`src/rtl/tea_pkg.sv`:
```
// tea_pkg: shared TEA defaults, key-store address width and engine state encoding
package tea_pkg;
  localparam int WORD_SIZE_DEF = 32;
  localparam logic [31:0] DELTA_DEF = 32'h9e3779b9;
  localparam int ROUND_NUMBER_DEF = 32;
  localparam int KEY_ADDR_W = 2;
  typedef enum logic [2:0] {IDLE, KEY_FETCH, READY, ROUND, DONE} teaState;
endpackage

```
`src/rtl/tea_round.sv`:
```
// tea_round: one combinational TEA round, encrypt or decrypt
module tea_round import tea_pkg::*; #(
  parameter int WORD_SIZE = WORD_SIZE_DEF,
  parameter logic [WORD_SIZE-1:0] DELTA = WORD_SIZE'(DELTA_DEF)
) (
  input  logic [WORD_SIZE-1:0] v0,
  input  logic [WORD_SIZE-1:0] v1,
  input  logic [WORD_SIZE-1:0] sum,
  input  logic [WORD_SIZE-1:0] k0,
  input  logic [WORD_SIZE-1:0] k1,
  input  logic [WORD_SIZE-1:0] k2,
  input  logic [WORD_SIZE-1:0] k3,
  input  logic                 decrypt,
  output logic [WORD_SIZE-1:0] nextV0,
  output logic [WORD_SIZE-1:0] nextV1,
  output logic [WORD_SIZE-1:0] nextSum
);
  function automatic logic [WORD_SIZE-1:0] mix(input logic [WORD_SIZE-1:0] v, s, ka, kb);
    return ((v << 4) + ka) ^ (v + s) ^ ((v >> 5) + kb);
  endfunction
  logic [WORD_SIZE-1:0] encSum, encV0, decV1;
  always_comb begin
    encSum = sum + DELTA;
    encV0 = v0 + mix(v1, encSum, k0, k1);
    decV1 = v1 - mix(v0, sum, k2, k3);
    nextSum = decrypt ? sum - DELTA : encSum;
    nextV0 = decrypt ? v0 - mix(decV1, sum, k0, k1) : encV0;
    nextV1 = decrypt ? decV1 : v1 + mix(encV0, encSum, k2, k3);
  end
endmodule

```
`src/rtl/tea_stream_engine.sv`:
```
// tea_stream_engine: iterative TEA engine, one round per clock, valid/ready block streaming.
// Define TEA_STREAM_CBC_EN to build CBC chaining; otherwise the engine is pure ECB.
module tea_stream_engine import tea_pkg::*; #(
  parameter int WORD_SIZE = WORD_SIZE_DEF,
  parameter logic [WORD_SIZE-1:0] DELTA = WORD_SIZE'(DELTA_DEF),
  parameter int ROUND_NUMBER = ROUND_NUMBER_DEF
) (
  input  logic                  clk,
  input  logic                  rst,
  input  logic                  iKeyLoad,
  output logic [KEY_ADDR_W-1:0] oKey_address,
  input  logic [WORD_SIZE-1:0]  iKey_sub_i,
  output logic                  oKeyReady,
  input  logic                  iValid,
  output logic                  oReady,
  input  logic                  iDecrypt,
  input  logic [WORD_SIZE-1:0]  iV0,
  input  logic [WORD_SIZE-1:0]  iV1,
  input  logic                  iIvLoad,
  input  logic [WORD_SIZE-1:0]  iIv0,
  input  logic [WORD_SIZE-1:0]  iIv1,
  output logic                  oValid,
  input  logic                  iOutReady,
  output logic [WORD_SIZE-1:0]  oC0,
  output logic [WORD_SIZE-1:0]  oC1
);
  localparam logic [7:0] LAST_ROUND = 8'(ROUND_NUMBER - 1);
  localparam logic [WORD_SIZE-1:0] DEC_SUM = DELTA * WORD_SIZE'(ROUND_NUMBER);
  teaState state, nextState;
  logic [2:0] fetchCnt;
  logic [7:0] roundCnt;
  logic [WORD_SIZE-1:0] key [4];
  logic [WORD_SIZE-1:0] v0, v1, sum, rV0, rV1, rSum;
  logic [WORD_SIZE-1:0] inXor0, inXor1, outXor0, outXor1;
  logic decrypt, accept, outTake;
  assign accept = state == READY && iValid && !iKeyLoad;
  assign outTake = state == DONE && iOutReady;
  assign oReady = state == READY;
  assign oKey_address = (state == KEY_FETCH && !fetchCnt[2]) ? fetchCnt[KEY_ADDR_W-1:0] : '0;
  tea_round #(.WORD_SIZE(WORD_SIZE), .DELTA(DELTA)) round (
    .v0(v0), .v1(v1), .sum(sum),
    .k0(key[0]), .k1(key[1]), .k2(key[2]), .k3(key[3]),
    .decrypt(decrypt),
    .nextV0(rV0), .nextV1(rV1), .nextSum(rSum)
  );
  always_ff @(posedge clk) state <= !rst ? IDLE : nextState;
  always_comb begin
    nextState = state;
    case (state)
      IDLE:      nextState = iKeyLoad ? KEY_FETCH : IDLE;
      KEY_FETCH: nextState = fetchCnt == 3'd4 ? READY : KEY_FETCH;
      READY:     nextState = iKeyLoad ? KEY_FETCH : iValid ? ROUND : READY;
      ROUND:     nextState = roundCnt == LAST_ROUND ? DONE : ROUND;
      DONE:      nextState = iOutReady ? READY : DONE;
      default:   nextState = IDLE;
    endcase
  end
  // Key word for address n arrives one cycle later, so capture lags the address by one count.
  always_ff @(posedge clk) begin
    if (!rst) begin
      fetchCnt <= '0;
      roundCnt <= '0;
      key <= '{default: '0};
      v0 <= '0;
      v1 <= '0;
      sum <= '0;
      decrypt <= 1'b0;
      oKeyReady <= 1'b0;
      oValid <= 1'b0;
      oC0 <= '0;
      oC1 <= '0;
    end else begin
      if ((state == IDLE || state == READY) && iKeyLoad) begin
        fetchCnt <= '0;
        oKeyReady <= 1'b0;
      end
      if (state == KEY_FETCH) begin
        fetchCnt <= fetchCnt + 3'd1;
        if (fetchCnt != 3'd0) key[fetchCnt[1:0] - 2'd1] <= iKey_sub_i;
        if (fetchCnt == 3'd4) oKeyReady <= 1'b1;
      end
      if (accept) begin
        v0 <= iV0 ^ inXor0;
        v1 <= iV1 ^ inXor1;
        decrypt <= iDecrypt;
        sum <= iDecrypt ? DEC_SUM : '0;
        roundCnt <= '0;
      end
      if (state == ROUND) begin
        v0 <= rV0;
        v1 <= rV1;
        sum <= rSum;
        roundCnt <= roundCnt + 8'd1;
        if (roundCnt == LAST_ROUND) begin
          oValid <= 1'b1;
          oC0 <= rV0 ^ outXor0;
          oC1 <= rV1 ^ outXor1;
        end
      end
      if (outTake) oValid <= 1'b0;
    end
  end
`ifdef TEA_STREAM_CBC_EN
  logic [WORD_SIZE-1:0] chain0, chain1, inC0, inC1, ivEff0, ivEff1;
  logic ivTake;
  assign ivTake = (state == IDLE || state == READY) && iIvLoad;
  // An IV load coinciding with a handshake must already chain that block.
  assign ivEff0 = ivTake ? iIv0 : chain0;
  assign ivEff1 = ivTake ? iIv1 : chain1;
  assign inXor0 = iDecrypt ? '0 : ivEff0;
  assign inXor1 = iDecrypt ? '0 : ivEff1;
  assign outXor0 = decrypt ? chain0 : '0;
  assign outXor1 = decrypt ? chain1 : '0;
  always_ff @(posedge clk) begin
    if (!rst) begin
      chain0 <= '0;
      chain1 <= '0;
      inC0 <= '0;
      inC1 <= '0;
    end else begin
      if (ivTake) begin
        chain0 <= iIv0;
        chain1 <= iIv1;
      end
      if (accept) begin
        inC0 <= iV0;
        inC1 <= iV1;
      end
      if (outTake) begin
        chain0 <= decrypt ? inC0 : oC0;
        chain1 <= decrypt ? inC1 : oC1;
      end
    end
  end
`else
  logic unusedIv;
  assign unusedIv = ^{iIvLoad, iIv0, iIv1};
  assign inXor0 = '0;
  assign inXor1 = '0;
  assign outXor0 = '0;
  assign outXor1 = '0;
`endif
endmodule

```
`config.mk`:
```
export PLATFORM = sky130hd
export DESIGN_NAME = tea_stream_engine
export DESIGN_NICKNAME = d
export VERILOG_FILES = /design/src/rtl/tea_pkg.sv /design/src/rtl/tea_round.sv /design/src/rtl/tea_stream_engine.sv
export SDC_FILE = /design/constraint.sdc
export NUM_CORES = 2
export LEC_CHECK = 0
export BUFFER_PORTS_ARGS = -buffer_cell sky130_fd_sc_hd__buf_2
export CAP_MARGIN = 25
export CORE_MARGIN = 5
export CORE_UTILIZATION = 45
export CTS_BUF_LIST = sky130_fd_sc_hd__clkbuf_8
export DETAILED_ROUTE_END_ITERATION = 8
export PLACE_DENSITY = 0.58
export SLEW_MARGIN = 30
export SYNTH_ARGS = -nofsm -noshare
export SYNTH_HDL_FRONTEND = slang
export SYNTH_SLANG_ARGS = --single-unit
```
`constraint.sdc`:
```
create_clock -name clk -period 11.49 [get_ports clk]
set_clock_uncertainty 0.15 [all_clocks]
set_input_delay 0 -clock clk [delete_from_list [all_inputs] [get_ports clk]]
set_output_delay 0 -clock clk [all_outputs]
set_load 0.005 [all_outputs]
```
# ---- Word-level counts from Yosys, hierarchy flattened
# Index checks and enable logic that the tools add are counted.
dict set report classes {
  add_sub_neg 21
  order_cmp 2
  mux 28
  n_reduce_logical 16
  n_bitwise 10
  eq_ne 6
}
# op n
set op_table {}
lappend op_table {{two-way mux 32 bit} 11}
lappend op_table {{adder 32 bit} 10}
lappend op_table {{XOR 32 bit} 8}
lappend op_table {{adder 27 x 32 -> 32 bit} 4}
lappend op_table {{bitwise mux 128 bit} 1}
lappend op_table {{demux 32 bit (select 2 bit)} 1}
lappend op_table {{subtractor 32 bit} 2}
lappend op_table {{adder 32 bit, second input constant} 1}
lappend op_table {{subtractor 32 bit, second input constant} 1}
lappend op_table {{two-way mux 8 bit} 2}
lappend op_table {{case mux 3 bit (5 select lines)} 1}
lappend op_table {{two-way mux 3 bit} 4}
lappend op_table {{adder 8 x 1 -> 8 bit, second input constant} 1}
lappend op_table {{== test 8 x 5 -> 1 bit, second input constant} 1}
lappend op_table {{== test 3 x 2 -> 1 bit, second input constant} 2}
lappend op_table {{== test 3 bit, second input constant} 2}
lappend op_table {{logical AND 1 bit} 6}
lappend op_table {{two-way mux 2 bit} 3}
lappend op_table {{two-way mux 1 bit} 5}
lappend op_table {{AND reduction 2 bit} 2}
lappend op_table {{nonzero test 2 bit} 2}
lappend op_table {{adder 3 x 1 -> 3 bit, second input constant} 1}
lappend op_table {{== test 3 x 1 -> 1 bit, second input constant} 1}
lappend op_table {{greater-or-equal comparator 3 bit, second input constant} 1}
lappend op_table {{other kinds (9)} 10}
dict set report totals {
  wordCells 98
  regBits 305
  input_bits 167
  output_inout_bits 69
}

# ---- Longest topological paths before layout
dict set report depth {
  ltp_word 11
  ltp_mapped 46
  ltp_nobuf 46
}

# ---- By module
# A second synthesis with hierarchy kept.
dict set report hier_totals {
  cells_unflattened 4874
  area_unflattened_um2 36988.0
}
# mod seq_area_each_um2 cells_per_inst instances area_each_um2
set modules_own_cells {}
lappend modules_own_cells {tea_round 0.0 3431 1 25446.9}
lappend modules_own_cells {tea_stream_engine 6105.9 1443 1 11541.1}

# ---- Worst setup path before layout
# Ideal clock, no wire load.
dict set report synth_timing {
  kind {register to register}
  startpoint {reg sum[1]}
  endpoint {reg oC1[31]}
  setup_slack_ns 2.558
  setup_time_ns 0.070
  required_ns 11.270
  stages_incl_launch_ff 44
  period_less_slack_ns 8.932
  n_path_buf 0
  arrival_time_ns 8.712
  path_cell_list {dfxtp_1 > inv_1 > ha_1 > fa_1 > a21o_1 > a21o_1 > a2111oi_1 > o21ai_0 > a31o_2 > a211oi_2 > nor2_1 > nor2_1 > o21a_1 > xnor2_1 > xor2_1 > ha_1 > nand3_1 > nor2_1 > (+8 left out) > a21o_1 > a21oi_1 > nor2b_1 > a311o_1 > o221ai_1 > xnor2_1 > xnor2_1 > xnor2_1 > ha_1 > nand2_1 > o21ba_2 > a21oi_1 > o31ai_1 > xnor2_1 > xnor3_1 > xnor3_1 > nand2_1 > a21oi_1}
}
dict set report synth_between {
  elab_chain_len 10
  word_cells_on_any_way 16
  classes_between {add/sub (9); mux (1); bitwise (6)}
}
# item line_no
set synth_rtl {}
lappend synth_rtl {{start, declared} tea_stream_engine.sv:33} ;# logic [WORD_SIZE-1:0] v0, v1, sum, rV0, rV1, rSum;
lappend synth_rtl {{start signal, assigned} tea_stream_engine.sv:86} ;# sum <= iDecrypt ? DEC_SUM : '0;
lappend synth_rtl {{start signal, assigned} tea_stream_engine.sv:92} ;# sum <= rSum;
lappend synth_rtl {{adder 32 bit} tea_round.sv:23} ;# encSum = sum + DELTA;
lappend synth_rtl {{adder 32 bit} tea_round.sv:19} ;# return ((v << 4) + ka) ^ (v + s) ^ ((v >> 5) + kb);
lappend synth_rtl {{XOR 32 bit (2 in series)} tea_round.sv:19}
lappend synth_rtl {{adder 32 bit} tea_round.sv:24} ;# encV0 = v0 + mix(v1, encSum, k0, k1);
lappend synth_rtl {{adder 32 bit} tea_round.sv:19}
lappend synth_rtl {{XOR 32 bit (2 in series)} tea_round.sv:19}
lappend synth_rtl {{adder 32 bit} tea_round.sv:28} ;# nextV1 = decrypt ? decV1 : v1 + mix(encV0, encSum, k2, k3);
lappend synth_rtl {{two-way mux 32 bit *} tea_round.sv:28}
lappend synth_rtl {{end signal, assigned} tea_stream_engine.sv:97} ;# oC1 <= rV1 ^ outXor1;
lappend synth_rtl {{end, declared} tea_stream_engine.sv:25} ;# output logic [WORD_SIZE-1:0] oC1
# Every way passes the cells marked *; elsewhere a longest branch is shown, timed or not.
# A chain may end at the register's enable or synchronous reset.

# ---- Final worst setup path
dict set report layout_timing {
  startpoint {reg v0[5]}
  endpoint {reg oC0[31]}
}
dict set report layout_between {
  elab_chain_len 9
  word_cells_on_any_way 14
  classes_between {add/sub (9); mux (1); bitwise (4)}
}
# item line_no
set layout_rtl {}
lappend layout_rtl {{start, declared} tea_stream_engine.sv:33}
lappend layout_rtl {{start signal, assigned} tea_stream_engine.sv:83} ;# v0 <= iV0 ^ inXor0;
lappend layout_rtl {{start signal, assigned} tea_stream_engine.sv:90} ;# v0 <= rV0;
lappend layout_rtl {{adder 32 bit} tea_round.sv:19}
lappend layout_rtl {{XOR 32 bit (2 in series)} tea_round.sv:19}
lappend layout_rtl {{subtractor 32 bit} tea_round.sv:25} ;# decV1 = v1 - mix(v0, sum, k2, k3);
lappend layout_rtl {{adder 32 bit} tea_round.sv:19}
lappend layout_rtl {{XOR 32 bit (2 in series)} tea_round.sv:19}
lappend layout_rtl {{subtractor 32 bit} tea_round.sv:27} ;# nextV0 = decrypt ? v0 - mix(decV1, sum, k0, k1) : encV0;
lappend layout_rtl {{two-way mux 32 bit *} tea_round.sv:27}
lappend layout_rtl {{end signal, assigned} tea_stream_engine.sv:96} ;# oC0 <= rV0 ^ outXor0;
lappend layout_rtl {{end, declared} tea_stream_engine.sv:24} ;# output logic [WORD_SIZE-1:0] oC0,
# Marks and branches as above.

==> impl_metrics.yaml <==
finish:
  fillerInstances: 7947
  final_nets: 5745
  layout-drive-gt1-share: 0.0941
  area_growth_pct: 16.0
floorplan:
  num_rows: 104
  dieHeight_um: 294
  dieArea_um2: 86300
  fp.dieW_um: 294
  core_um2: 80200
  ioPinCount: 236
  initial_utilization: 0.452
timing:
  fin_ws_ns: 0.344
  rsz0062_at_grt: "no"
  post-route-period-util: 0.970
  setup_viol: 0
  drv_slew: 0
  tns_ns: 0
  hold_viol: 0
  worstMarginPinSlew_ns: 1.07
  period_needed_ns: 11.15
  slew_headroom: 0.283
  timing.fmax_mhz: 89.7
route:
  drt_first_pass_iters: 7
  routed_via_density: 6.15
  via_count: 38066
  drtAntennaViolNets: 0
  routedWlPerCell_um: 26.6
  drc: 0
  routed_wl_um: 165000
  initialDrtViolationCount: 4188
setup_path:
  cp.arrival_ns: 11.62
  slowest_stage: "a2111oi_0"
  cp_max_fo: 6
  regToRegSetupSlack_ns: 0.34
  cp_common_cell: "a21o_1"
  crit_end: "oC0[31]"
  timing.rr.end: "oC0[31]"
  crit_type: "reg -> reg"
  worstRegToRegCells: 40
  crit_path_start_kind: "register"
  crit_family: "compound AO/OA/AOI/OAI gates"
  critPathLaunch: "v0[5]"
  crit_path_end_kind: "register"
  worst-path-buf-inv: 0
  r2r_start: "v0[5]"
  cp_num_cells: 40
  max_stage_delay_ns: 0.87
  required_ns: 11.96
global_routing:
  track_usage: 0.364
  grt.overflow.total: 0
  antenna_found_initial: 9
  grt_pass1_wl_um: 237000
  grt_pass1_vias: 35100
  grt_max_degree: 89
worst_hold_path:
  hold_class: "in -> reg"
clock_tree:
  postCtsSetupRepairBufs: 0
  h-tree-depth: 2
  cts_buffer_depth: 3
  cts_tree: "done"
  clock-sinks: 305
  cts_root_buffer: "clkbuf_8"
  clkSlewWorstSetupHoldPaths_ns: 0.07
  clock_latency_ns: 0.75
  cts_buffers: 59
placed_design:
  place_congestion: 1.03
  portBuffers: 170
  hpwl_um: 132000
  post-place-ws_ns: 0.609
yosys:
  syn_nets: 5362
  syn_area_per_cell_um2: 7.72
  syn_area_um2: 36200
  synth_ff_type: "dfxtp_1"
  ys_types: 85
  ys_warn_count: 0
  synthCells: 4692
  yosysSeqAreaShare: 0.169
  async_flop_share: 0
  ys_ff_latch: 305
  synth_edf_count: 0
power:
  p_sw_mw: 0.921
  clockPowerShare: 0.430
  sequentialPowerShare: 0.360
  p_total_mw: 2.95
  comb_power_share: 0.210
  p_leak_nw: 19.8
  cellPowerDensity_nw_per_um2: 70.3
  vdd_drop_max_v: 0.0000823
  swShare: 0.312
  p_int_mw: 2.03
run:
  max_cap_violations: 0
run_status:
  status: "finished, final reports clean"
## synth_stat cells, drive strengths merged, types with 7 or more instances
| library cell | n | area, um^2 |
|---|---|---|
| o21bai | 49 | 368 |
| o221ai | 60 | 526 |
| nand4 | 24 | 150 |
| buf | 20 | 80.1 |
| o211a | 7 | 70.1 |
| and4 | 8 | 70.1 |
| nor3 | 48 | 240 |
| a31oi | 37 | 231 |
| clkbuf | 144 | 542 |
| a21oi | 626 | 3140 |
| a22oi | 13 | 97.6 |
| o22ai | 11 | 68.8 |
| a21boi | 15 | 113 |
| o21ai | 238 | 1200 |
| and2 | 24 | 150 |
| mux2 | 7 | 78.8 |
| nand2 | 454 | 1700 |
| xnor3 | 8 | 180 |
| nor2 | 356 | 1340 |
| o21a | 50 | 375 |
| a2111oi | 14 | 150 |
| fa | 16 | 320 |
| o41ai | 7 | 68.8 |
| o31ai | 20 | 150 |
| a211o | 11 | 96.3 |
| inv | 115 | 432 |
| nor3b | 9 | 67.6 |
| or2 | 12 | 75.1 |
| xor2 | 148 | 1300 |
| a21o | 277 | 2080 |
| a221oi | 21 | 184 |
| dfxtp | 305 | 6110 |
| nor2b | 48 | 300 |
| mux2i | 14 | 140 |
| a31o | 15 | 131 |
| nand3b | 8 | 60.1 |
| and3 | 40 | 250 |
| xnor2 | 582 | 5100 |
| ha | 487 | 6090 |
| a211oi | 70 | 531 |
| nand2b | 68 | 425 |
| o211ai | 23 | 173 |
| nand3 | 83 | 415 |
| or3 | 17 | 106 |
## registers in the layout (all words and copies together), names as in the netlist, 8 cells and up
register  count
key         128
v0           32
v1           32
sum          32
roundCnt      8
oC1          32
oC0          32
## final cells by class
cell class | count | area (um^2) | share of cell area
Multi-Input combinational cell | 4108 | 29200 | 0.694
Inverter | 115 | 439 | 0.0105
Antenna cell | 7 | 17.5 | 0.000417
Timing Repair Buffer | 486 | 3640 | 0.0867
Tap cell | 1060 | 1330 | 0.0316
Clock inverter | 32 | 304 | 0.00724
Clock buffer | 74 | 1020 | 0.0242
Sequential cell | 305 | 6110 | 0.145
## logic make-up after synthesis
logic type      count (synthesis)  synth area share
fa+ha+maj                     503             0.177
buf+inv                       279            0.0291
simple gates                 1213             0.151
compound gates               1633             0.287
mux                            21           0.00604
xor+xnor                      738             0.181
flops                         305             0.169
## per-stage QoR
| stage | instance area, um^2 | hold WS (ns) | cells | utilization |
|---|---|---|---|---|
| after global placement | 39000 | 0.119 | 5908 | 0.486 |
| after floorplan | 36200 | -0.0140 | 4692 | - |
| after CTS | 42000 | 0.000356 | 6180 | 0.523 |
| after detailed placement | 39000 | 0.129 | 5908 | 0.486 |
| after global routing | 42000 | 0.0268 | 6182 | 0.524 |
| final | 42000 | 0.0455 | 6187 | 0.524 |
## tightest hold or removal path, delay by kind of cell
| family | cells | cell delay, ns |
|---|---|---|
| compound gates | 1 | 0.13 |
| simple gates | 1 | 0.13 |
| buf+inv | 2 | 0.63 |
## layout by cell type (no fill, tap or decap), types with 129 or more instances in the layout
master           n
nand2_1        450
ha_1           487
buf_4          151
xnor2_1        581
o21ai_0        226
buf_2          169
inv_1          129
xor2_1         148
dlygate4sd3_1  166
a21oi_1        624
a21o_1         277
nor2_1         354
dfxtp_1        304
## what timing repair did
| item | CTS | global route |
|---|---|---|
| endpoints found under the setup margin | 0 | 7 |
| hold buffers | 166 | 0 |
| resized for setup | 0 | 5 |
| endpoints found under the hold margin | 236 | 0 |
## worst min path at each step
stage	endpoint	cells after the start	from	slack, ns
floorplan	key[127]	2	iKey_sub_i[31]	-0.01
global placement	v1[2]	3	iV1[2]	0.12
detailed placement	v1[2]	3	iV1[2]	0.13
CTS	key[38]	4	iKey_sub_i[6]	0.0004
global route	v1[1]	4	iV1[1]	0.03
finish	v1[1]	4	iV1[1]	0.05
## per-layer routing
| metal | wire, um | track usage | vias up | part of all wire |
|---|---|---|---|---|
| li1 | - | - | 17795 | - |
| met1 | 70000 | 0.499 | 18015 | 0.43 |
| met2 | 69200 | 0.555 | 1862 | 0.42 |
| met3 | 16900 | 0.0802 | 388 | 0.10 |
| met4 | 8320 | 0.150 | 6 | 0.051 |
| met5 | 46 | 0 | - | 0.00028 |
## power by group through the flow
| stage | Clock (mW) | Combinational [mW] | Sequential [mW] |
|---|---|---|---|
| 2_1_floorplan | 0 | 0.370 | 1.09 |
| 3_3_place_gp | 0 | 0.561 | 1.09 |
| 3_5_place_dp | 0 | 0.560 | 1.09 |
| 4_1_cts | 1.29 | 0.607 | 1.06 |
| 5_1_grt | 1.33 | 0.662 | 1.06 |
| 6_report | 1.27 | 0.620 | 1.06 |
Note: power is estimated with default switching activity, not from simulation.
